File: config.mk
export PLATFORM = sky130hd
export DESIGN_NAME = mips_cache_assoc_flat
export DESIGN_NICKNAME = d
export VERILOG_FILES = /design/src/rtl/mips_cache_pkg.sv /design/src/rtl/mips_cache_assoc_if.sv /design/src/rtl/mips_cache_plru.sv /design/src/rtl/mips_cache_assoc.sv /design/src/flat_wrapper.sv
export SDC_FILE = /design/constraint.sdc
export NUM_CORES = 2
export LEC_CHECK = 0
export ABC_AREA = 1
export BUFFER_PORTS_ARGS = -buffer_cell sky130_fd_sc_hd__buf_2
export CORE_ASPECT_RATIO = 2
export CORE_MARGIN = 2
export CORE_UTILIZATION = 41
export CTS_BUF_LIST = sky130_fd_sc_hd__clkbuf_2 sky130_fd_sc_hd__clkbuf_4 sky130_fd_sc_hd__clkbuf_8
export CTS_CLUSTER_SIZE = 30
export DETAILED_ROUTE_END_ITERATION = 12
export PLACE_DENSITY_LB_ADDON = 0.12
export RECOVER_POWER = 100
export REMOVE_ABC_BUFFERS = 1
export SLEW_MARGIN = 20
export SYNTH_ARGS = -nofsm -noshare
export SYNTH_HDL_FRONTEND = slang
export SYNTH_HIERARCHICAL = 1
export SYNTH_SLANG_ARGS = --single-unit
File: constraint.sdc
create_clock -name clk -period 5.6 [get_ports clk]
set_input_delay 0.28 -clock clk [delete_from_list [all_inputs] [get_ports clk]]
set_output_delay 0.28 -clock clk [all_outputs]
set_load 0.005 [all_outputs]
File: src/rtl/mips_cache_pkg.sv
// mips_cache_pkg: shared FSM state type and address-field width helpers
package mips_cache_pkg;
   typedef enum logic [1:0] {IDLE, RD_MISS, WR_MEM} state_t;
   localparam int OFF_W = 2;
   function automatic int tag_w(input int set_bits);
      return 32 - set_bits - OFF_W;
   endfunction
   function automatic int sets(input int set_bits);
      return 1 << set_bits;
   endfunction
endpackage

File: src/rtl/mips_cache_assoc_if.sv
// mips_cache_assoc_if: CPU-side and memory-side bus of the write-through cache
interface mips_cache_assoc_if;
   logic [31:0] addr;
   logic        read_en;
   logic        write_en;
   logic [31:0] writedata;
   logic [3:0]  byte_en;
   logic [31:0] readdata;
   logic        stall;
   logic [31:0] mem_addr;
   logic        mem_read;
   logic        mem_write;
   logic [31:0] mem_writedata;
   logic [3:0]  mem_byte_en;
   logic [31:0] mem_readdata;
   logic        mem_ack;
   logic        invalidate_all;
   logic [31:0] hit_count;
   logic [31:0] miss_count;
   modport slave (
      input  addr, read_en, write_en, writedata, byte_en, mem_readdata, mem_ack, invalidate_all,
      output readdata, stall, mem_addr, mem_read, mem_write, mem_writedata, mem_byte_en,
             hit_count, miss_count
   );
   modport master (
      output addr, read_en, write_en, writedata, byte_en, mem_readdata, mem_ack, invalidate_all,
      input  readdata, stall, mem_addr, mem_read, mem_write, mem_writedata, mem_byte_en,
             hit_count, miss_count
   );
endinterface

File: src/rtl/mips_cache_plru.sv
// mips_cache_plru: per-set tree pseudo-LRU victim selection and access update
module mips_cache_plru
   import mips_cache_pkg::*;
#(
   parameter int WAYS     = 4,
   parameter int SET_BITS = 3
) (
   input  logic                     clk,
   input  logic                     rst_n,
   input  logic [SET_BITS-1:0]      idx,
   input  logic                     upd,
   input  logic [$clog2(WAYS)-1:0]  upd_way,
   output logic [$clog2(WAYS)-1:0]  victim
);
   localparam int LW = $clog2(WAYS);
   localparam int SETS = sets(SET_BITS);
   // node j (1-based heap order) lives at bit j-1; a 0 sends the victim search left
   logic [WAYS-2:0] tree_q [SETS];
   logic [WAYS-2:0] cur;
   logic [WAYS-2:0] tree_n;
   // walk the tree for the victim, and mark the accessed path as most recently used
   always_comb begin
      int n;
      logic b;
      cur = tree_q[idx];
      tree_n = cur;
      victim = '0;
      n = 1;
      for (int l = 0; l < LW; l++) begin
         b = 1'b0;
         for (int j = 1; j < WAYS; j++) if (j == n) b = cur[j-1];
         victim[LW-1-l] = b;
         n = 2 * n + (b ? 1 : 0);
      end
      n = 1;
      for (int l = 0; l < LW; l++) begin
         for (int j = 1; j < WAYS; j++) if (j == n) tree_n[j-1] = ~upd_way[LW-1-l];
         n = 2 * n + (upd_way[LW-1-l] ? 1 : 0);
      end
   end
   // tree bits clear on reset and follow every hit or fill
   always_ff @(posedge clk or negedge rst_n) begin
      if (!rst_n) for (int s = 0; s < SETS; s++) tree_q[s] <= '0;
      else if (upd) tree_q[idx] <= tree_n;
   end
endmodule

File: src/rtl/mips_cache_assoc.sv
// mips_cache_assoc: set-associative write-through, no-write-allocate one-word-line cache
module mips_cache_assoc
   import mips_cache_pkg::*;
#(
   parameter int WAYS     = 4,
   parameter int SET_BITS = 3
) (
   input  logic               clk,
   input  logic               rst_n,
   mips_cache_assoc_if.slave  bus
);
   localparam int SETS = sets(SET_BITS);
   localparam int TW   = tag_w(SET_BITS);
   localparam int LW   = $clog2(WAYS);
   logic [TW-1:0]       tag_q   [SETS][WAYS];
   logic [31:0]         data_q  [SETS][WAYS];
   logic [WAYS-1:0]     valid_q [SETS];
   state_t              state;
   logic [SET_BITS-1:0] idx;
   logic [TW-1:0]       tag;
   logic                hit, inv_any;
   logic [LW-1:0]       hit_way, inv_way, plru_victim, victim, plru_way;
   logic [31:0]         hit_data, merged;
   logic                rd_hit, fill, wr_hit, plru_upd;
   assign idx = bus.addr[SET_BITS+OFF_W-1:OFF_W];
   assign tag = bus.addr[31:SET_BITS+OFF_W];
   assign bus.mem_addr = {bus.addr[31:2], 2'b00};
   // tag match and lowest free way; the descending scan leaves the lowest index
   always_comb begin
      hit = 1'b0;
      hit_way = '0;
      inv_any = 1'b0;
      inv_way = '0;
      for (int w = WAYS - 1; w >= 0; w--) begin
         if (valid_q[idx][w] && tag_q[idx][w] == tag) begin
            hit = 1'b1;
            hit_way = LW'(w);
         end
         if (!valid_q[idx][w]) begin
            inv_any = 1'b1;
            inv_way = LW'(w);
         end
      end
   end
   assign victim   = inv_any ? inv_way : plru_victim;
   assign hit_data = data_q[idx][hit_way];
   // byte-lane merge of a write-through store into the cached word
   always_comb begin
      merged = hit_data;
      for (int b = 0; b < 4; b++) if (bus.byte_en[b]) merged[8*b +: 8] = bus.writedata[8*b +: 8];
   end
   assign rd_hit   = state == IDLE && !bus.invalidate_all && !bus.write_en && bus.read_en && hit;
   assign fill     = state == RD_MISS && bus.mem_ack;
   assign wr_hit   = state == WR_MEM && bus.mem_ack && hit;
   assign plru_upd = rd_hit || fill || wr_hit;
   assign plru_way = fill ? victim : hit_way;
   assign bus.stall = state == IDLE
                    ? (bus.read_en || bus.write_en) && (bus.invalidate_all || bus.write_en || !hit)
                    : !bus.mem_ack;
   mips_cache_plru #(.WAYS(WAYS), .SET_BITS(SET_BITS)) u_plru (
      .clk     (clk),
      .rst_n   (rst_n),
      .idx     (idx),
      .upd     (plru_upd),
      .upd_way (plru_way),
      .victim  (plru_victim)
   );
   // tag and data storage need no reset; valid bits gate their use
   always_ff @(posedge clk) begin
      if (fill) begin
         tag_q[idx][victim]  <= tag;
         data_q[idx][victim] <= bus.mem_readdata;
      end else if (wr_hit) data_q[idx][hit_way] <= merged;
   end
   // valid bits: flash clear on invalidate in IDLE, set on fill
   always_ff @(posedge clk or negedge rst_n) begin
      if (!rst_n) for (int s = 0; s < SETS; s++) valid_q[s] <= '0;
      else if (state == IDLE && bus.invalidate_all) for (int s = 0; s < SETS; s++) valid_q[s] <= '0;
      else if (fill) valid_q[idx][victim] <= 1'b1;
   end
   // control FSM with registered memory strobes, read data and statistics
   always_ff @(posedge clk or negedge rst_n) begin
      if (!rst_n) begin
         state             <= IDLE;
         bus.mem_read      <= 1'b0;
         bus.mem_write     <= 1'b0;
         bus.mem_writedata <= '0;
         bus.mem_byte_en   <= '0;
         bus.readdata      <= '0;
         bus.hit_count     <= '0;
         bus.miss_count    <= '0;
      end else begin
         case (state)
            IDLE: begin
               if (!bus.invalidate_all && bus.write_en) begin
                  state             <= WR_MEM;
                  bus.mem_write     <= 1'b1;
                  bus.mem_writedata <= bus.writedata;
                  bus.mem_byte_en   <= bus.byte_en;
               end else if (!bus.invalidate_all && bus.read_en && hit) begin
                  bus.readdata  <= hit_data;
                  bus.hit_count <= bus.hit_count + {31'b0, bus.hit_count != '1};
               end else if (!bus.invalidate_all && bus.read_en) begin
                  state          <= RD_MISS;
                  bus.mem_read   <= 1'b1;
                  bus.miss_count <= bus.miss_count + {31'b0, bus.miss_count != '1};
               end
            end
            RD_MISS: begin
               if (bus.mem_ack) begin
                  state        <= IDLE;
                  bus.mem_read <= 1'b0;
                  bus.readdata <= bus.mem_readdata;
               end
            end
            WR_MEM: begin
               if (bus.mem_ack) begin
                  state         <= IDLE;
                  bus.mem_write <= 1'b0;
               end
            end
            default: state <= IDLE;
         endcase
      end
   end
endmodule
File: src/flat_wrapper.sv
// flat-port wrapper written by rule: the top's interface ports become plain ports
module mips_cache_assoc_flat import mips_cache_pkg::*;
#(
   parameter int WAYS     = 4,
   parameter int SET_BITS = 3
)
  (clk, rst_n, bus_addr, bus_read_en, bus_write_en, bus_writedata, bus_byte_en, bus_mem_readdata, bus_mem_ack, bus_invalidate_all, bus_readdata, bus_stall, bus_mem_addr, bus_mem_read, bus_mem_write, bus_mem_writedata, bus_mem_byte_en, bus_hit_count, bus_miss_count);
  mips_cache_assoc_if bus_i ();
  input  logic clk;
  input  logic rst_n;
  input wire logic [$bits(bus_i.addr)-1:0] bus_addr;
  input wire logic [$bits(bus_i.read_en)-1:0] bus_read_en;
  input wire logic [$bits(bus_i.write_en)-1:0] bus_write_en;
  input wire logic [$bits(bus_i.writedata)-1:0] bus_writedata;
  input wire logic [$bits(bus_i.byte_en)-1:0] bus_byte_en;
  input wire logic [$bits(bus_i.mem_readdata)-1:0] bus_mem_readdata;
  input wire logic [$bits(bus_i.mem_ack)-1:0] bus_mem_ack;
  input wire logic [$bits(bus_i.invalidate_all)-1:0] bus_invalidate_all;
  output wire logic [$bits(bus_i.readdata)-1:0] bus_readdata;
  output wire logic [$bits(bus_i.stall)-1:0] bus_stall;
  output wire logic [$bits(bus_i.mem_addr)-1:0] bus_mem_addr;
  output wire logic [$bits(bus_i.mem_read)-1:0] bus_mem_read;
  output wire logic [$bits(bus_i.mem_write)-1:0] bus_mem_write;
  output wire logic [$bits(bus_i.mem_writedata)-1:0] bus_mem_writedata;
  output wire logic [$bits(bus_i.mem_byte_en)-1:0] bus_mem_byte_en;
  output wire logic [$bits(bus_i.hit_count)-1:0] bus_hit_count;
  output wire logic [$bits(bus_i.miss_count)-1:0] bus_miss_count;
  assign bus_i.addr = bus_addr;
  assign bus_i.read_en = bus_read_en;
  assign bus_i.write_en = bus_write_en;
  assign bus_i.writedata = bus_writedata;
  assign bus_i.byte_en = bus_byte_en;
  assign bus_i.mem_readdata = bus_mem_readdata;
  assign bus_i.mem_ack = bus_mem_ack;
  assign bus_i.invalidate_all = bus_invalidate_all;
  assign bus_readdata = bus_i.readdata;
  assign bus_stall = bus_i.stall;
  assign bus_mem_addr = bus_i.mem_addr;
  assign bus_mem_read = bus_i.mem_read;
  assign bus_mem_write = bus_i.mem_write;
  assign bus_mem_writedata = bus_i.mem_writedata;
  assign bus_mem_byte_en = bus_i.mem_byte_en;
  assign bus_hit_count = bus_i.hit_count;
  assign bus_miss_count = bus_i.miss_count;
  mips_cache_assoc #(.WAYS(WAYS), .SET_BITS(SET_BITS)) u_core (.clk(clk), .rst_n(rst_n), .bus(bus_i));
endmodule
==> impl_metrics.json <==
{
  "synth_most_common_cell": "nand2_1",
  "setup_violations": 0,
  "grt_overflow": 0,
  "drive_gt1_share_pct": 10.2,
  "antenna_found_initial": 9,
  "synth_ff_type": "edfxtp_1",
  "postCtsHoldBufs": 100,
  "arrival_ns": 5.54,
  "htreeDepth": 5,
  "rsz0062_at_grt": "false",
  "path_class": "reg -> reg",
  "ys_seq_area_share_pct": 68.9,
  "vias": 65051,
  "synth_edf_count": 1888,
  "worstPathRequired_ns": 6.17,
  "area_growth_pct": 14.3,
  "wl_per_cell_um": 26.1,
  "hold_class": "in -> reg",
  "synth_area_sq_um": 89200,
  "yosysWarnings": 6,
  "grt_pass1_wl_um": 443000,
  "crit_path_start_kind": "flop",
  "synthTopCellsByArea": "edfxtp_1 64%, nand2_1 14%, dfrtp_1 5.4%, nand3_1 3.4%, inv_1 2.7%",
  "synth_top_area_share_pct": 63.5,
  "tritoncts": "done",
  "powerDensity_nw_per_um2": 338,
  "slowest_stage": "nor3_1",
  "postSynthCellCount": 8372,
  "preCtsSetupSlack_ns": 0.587,
  "globalplace.congestion": 1.01,
  "crit_path_cell_trace": "inv_1 -> ha_1 -> clkbuf_2 -> nand2_1 -> inv_1 -> nand2_1 -> nor3_1 -> clkbuf_2",
  "hold_viol_final": 0,
  "clockBufferDepth": 4,
  "grt_pass1_vias": 64743,
  "clk_pin_slew_ns": 0.07,
  "num-nets-final": 9026,
  "clkLatencyLatePin_ns": 0.99,
  "holdWs_ns": 0.108,
  "power.leakage_nw": 40.8,
  "die-area_sq_um": 222000,
  "die_w_um": 334,
  "violations": "max-capacitance violations, max-slew violations",
  "max_slew_margin_pct": -100,
  "fin_tns_setup_ns": 0,
  "cts.sinks": 2080,
  "coreArea_sq_um": 217000,
  "drt_iter0_drc": 5321,
  "drt_wl_total_um": 312000,
  "clock_skew_ns": 0.0803,
  "status": "complete, but fails checks",
  "design.portCount": 273,
  "ant_nets": 0,
  "critPathCaptureType": "flop",
  "r2r_cells": 8,
  "ir_drop_mv": 0.284,
  "post_cts_resized": 0,
  "globalRouteTotalUtil_pct": 27.7,
  "cp_max_fo": 35,
  "min_path_cells": 6,
  "setup_ws_ns": 0.632,
  "max_cap_violations": 9,
  "min_period_ns": 4.97,
  "post-route-period-util_pct": 88.7,
  "synth_async_sr_flop_share_pct": 9.23,
  "final_util_pct": 47.0,
  "worst_pin_slew_ns": 3.00,
  "place.detailed.hpwl_um": 207000,
  "grt_max_degree": 114,
  "fp-row-count": 242,
  "ys_ff_latch": 2080,
  "dr.pass1.iters": 6,
  "initial_core_util_pct": 41.2,
  "via_per_inst": 5.44,
  "yosys.area.top_type": "edfxtp_1",
  "fillers": 20042,
  "max_freq_mhz": 201,
  "final_max_slew_viol_count": 366,
  "cts_inserted_buffers": 310,
  "root_buffer": "clkbuf_8",
  "yosysUniqueCellTypes": 46,
  "cpPeakStageDelay_ns": 1.13,
  "post_cts_buffers": 0,
  "port_buffers": 268,
  "synthTopCellsByCount": "3,214 x nand2_1, 1,888 x edfxtp_1, 631 x inv_1",
  "fp.dieH_um": 664,
  "drc": 0,
  "syn_avg_cell_area_sq_um": 10.7
}
==> power breakdown <==
part	switching [mW]	internal, mW
sequential	0.267	17.5
clock	5.95	6.69
combinational	2.99	1.09
total	9.21	25.2
==> cells in the final DEF (no fill, tap or decap), drive strengths merged <==
| master | count |
|---|---|
| a21oi | 55 |
| a221oi | 114 |
| a22o | 54 |
| a22oi | 162 |
| a31oi | 1 |
| a32o | 2 |
| buf | 343 |
| bufinv | 13 |
| clkbuf | 599 |
| clkinv | 104 |
| clkinvlp | 7 |
| conb | 2 |
| dfrtp | 192 |
| diode | 5 |
| dlygate4sd3 | 99 |
| dlymetal6s2s | 2 |
| edfxtp | 1888 |
| ha | 7 |
| inv | 651 |
| nand2 | 3220 |
| nand3 | 616 |
| nand3b | 5 |
| nand4 | 222 |
| nor2 | 491 |
| nor3 | 41 |
| nor3b | 2 |
| nor4 | 22 |
| o211ai | 1 |
| o21a | 8 |
| o21ai | 149 |
| o22ai | 1 |
| or2 | 17 |
| or3 | 1 |
| xnor2 | 17 |
| xor2 | 32 |
==> sequential cells by signal, summed over array words and instances, names as in the netlist <==
register / flops
u_core/bus.miss_count: 32
u_core/bus.mem_read: 1
u_core/valid_q: 32
u_core/tag_q: 864
u_core/bus.readdata: 32
u_core/data_q: 1024
u_core/bus.mem_byte_en: 4
u_core/bus.hit_count: 32
u_core/bus.mem_writedata: 32
u_core/u_plru/tree_q: 24
u_core/state: 2
u_core/bus.mem_write: 1
==> per-layer routing <==
layer,vias up,part of all wire [%],global-route usage [%],wire length (um)
met2,2541,54,52.7,169000
met3,773,5.0,3.26,15700
met5,-,0,0,0
met4,0,6.6,16.3,20700
li1,29544,-,-,-
met1,32193,34,28.8,107000
==> worst paths after layout <==
path,end,slack (ns),startpoint
hold reg to reg,u_core/u_plru/tree_q[13],0.48,u_core/u_plru/tree_q[13]
max in group asynchronous,u_core/bus.readdata[30],2.06,rst_n
hold / removal,u_core/bus.miss_count[29],0.11,bus_write_en
setup reg to reg,u_core/tag_q[3][22],0.63,u_core/state[1]
setup / recovery,u_core/tag_q[3][22],0.63,u_core/state[1]
min in group asynchronous,u_core/bus.miss_count[29],1.07,rst_n
==> cell type report <==
type                    instances  area (sq um)  share of cell area, %
repair buffers                625          4680                   4.59
multi-input cells            5242         23600                   23.2
diodes                          5          12.5                 0.0123
clock buffers                 418          5250                   5.15
well taps                    2806          3510                   3.44
flip-flops and latches       2080         61500                   60.3
inverters                     654          2470                   2.43
clock inverters               121           890                  0.873
==> cell families after synthesis <==
| logic type | after synthesis | synth area share [%] |
|---|---|---|
| DFF | 2080 | 68.9 |
| adders and majority gates | 7 | 0.0981 |
| other | 1 | 0.00420 |
| AOI/OAI and AO/OA | 547 | 4.27 |
| and+or+nand+nor | 4637 | 21.3 |
| xor gates and xnor gates | 49 | 0.481 |
| buffers and inverters | 1051 | 4.92 |
==> stage by stage <==
step | power [mW] | cell area [sq um] | cells
after floorplan | 19.9 | 87300 | 7976
after global routing | 35.7 | 102000 | 11948
after global placement | 22.1 | 95700 | 11307
final | 34.5 | 102000 | 11951
after detailed placement | 22.1 | 95700 | 11307
after CTS | 34.8 | 103000 | 11946
==> critical path: cells and delay by family (launching register included) <==
| family | cells | cell delay (ns) |
|---|---|---|
| buf+inv | 4 | 2.13 |
| flops | 1 | 0.41 |
| simple gates | 3 | 1.80 |
| fa+ha+maj | 1 | 0.16 |
(Power assumes the default switching activity.)
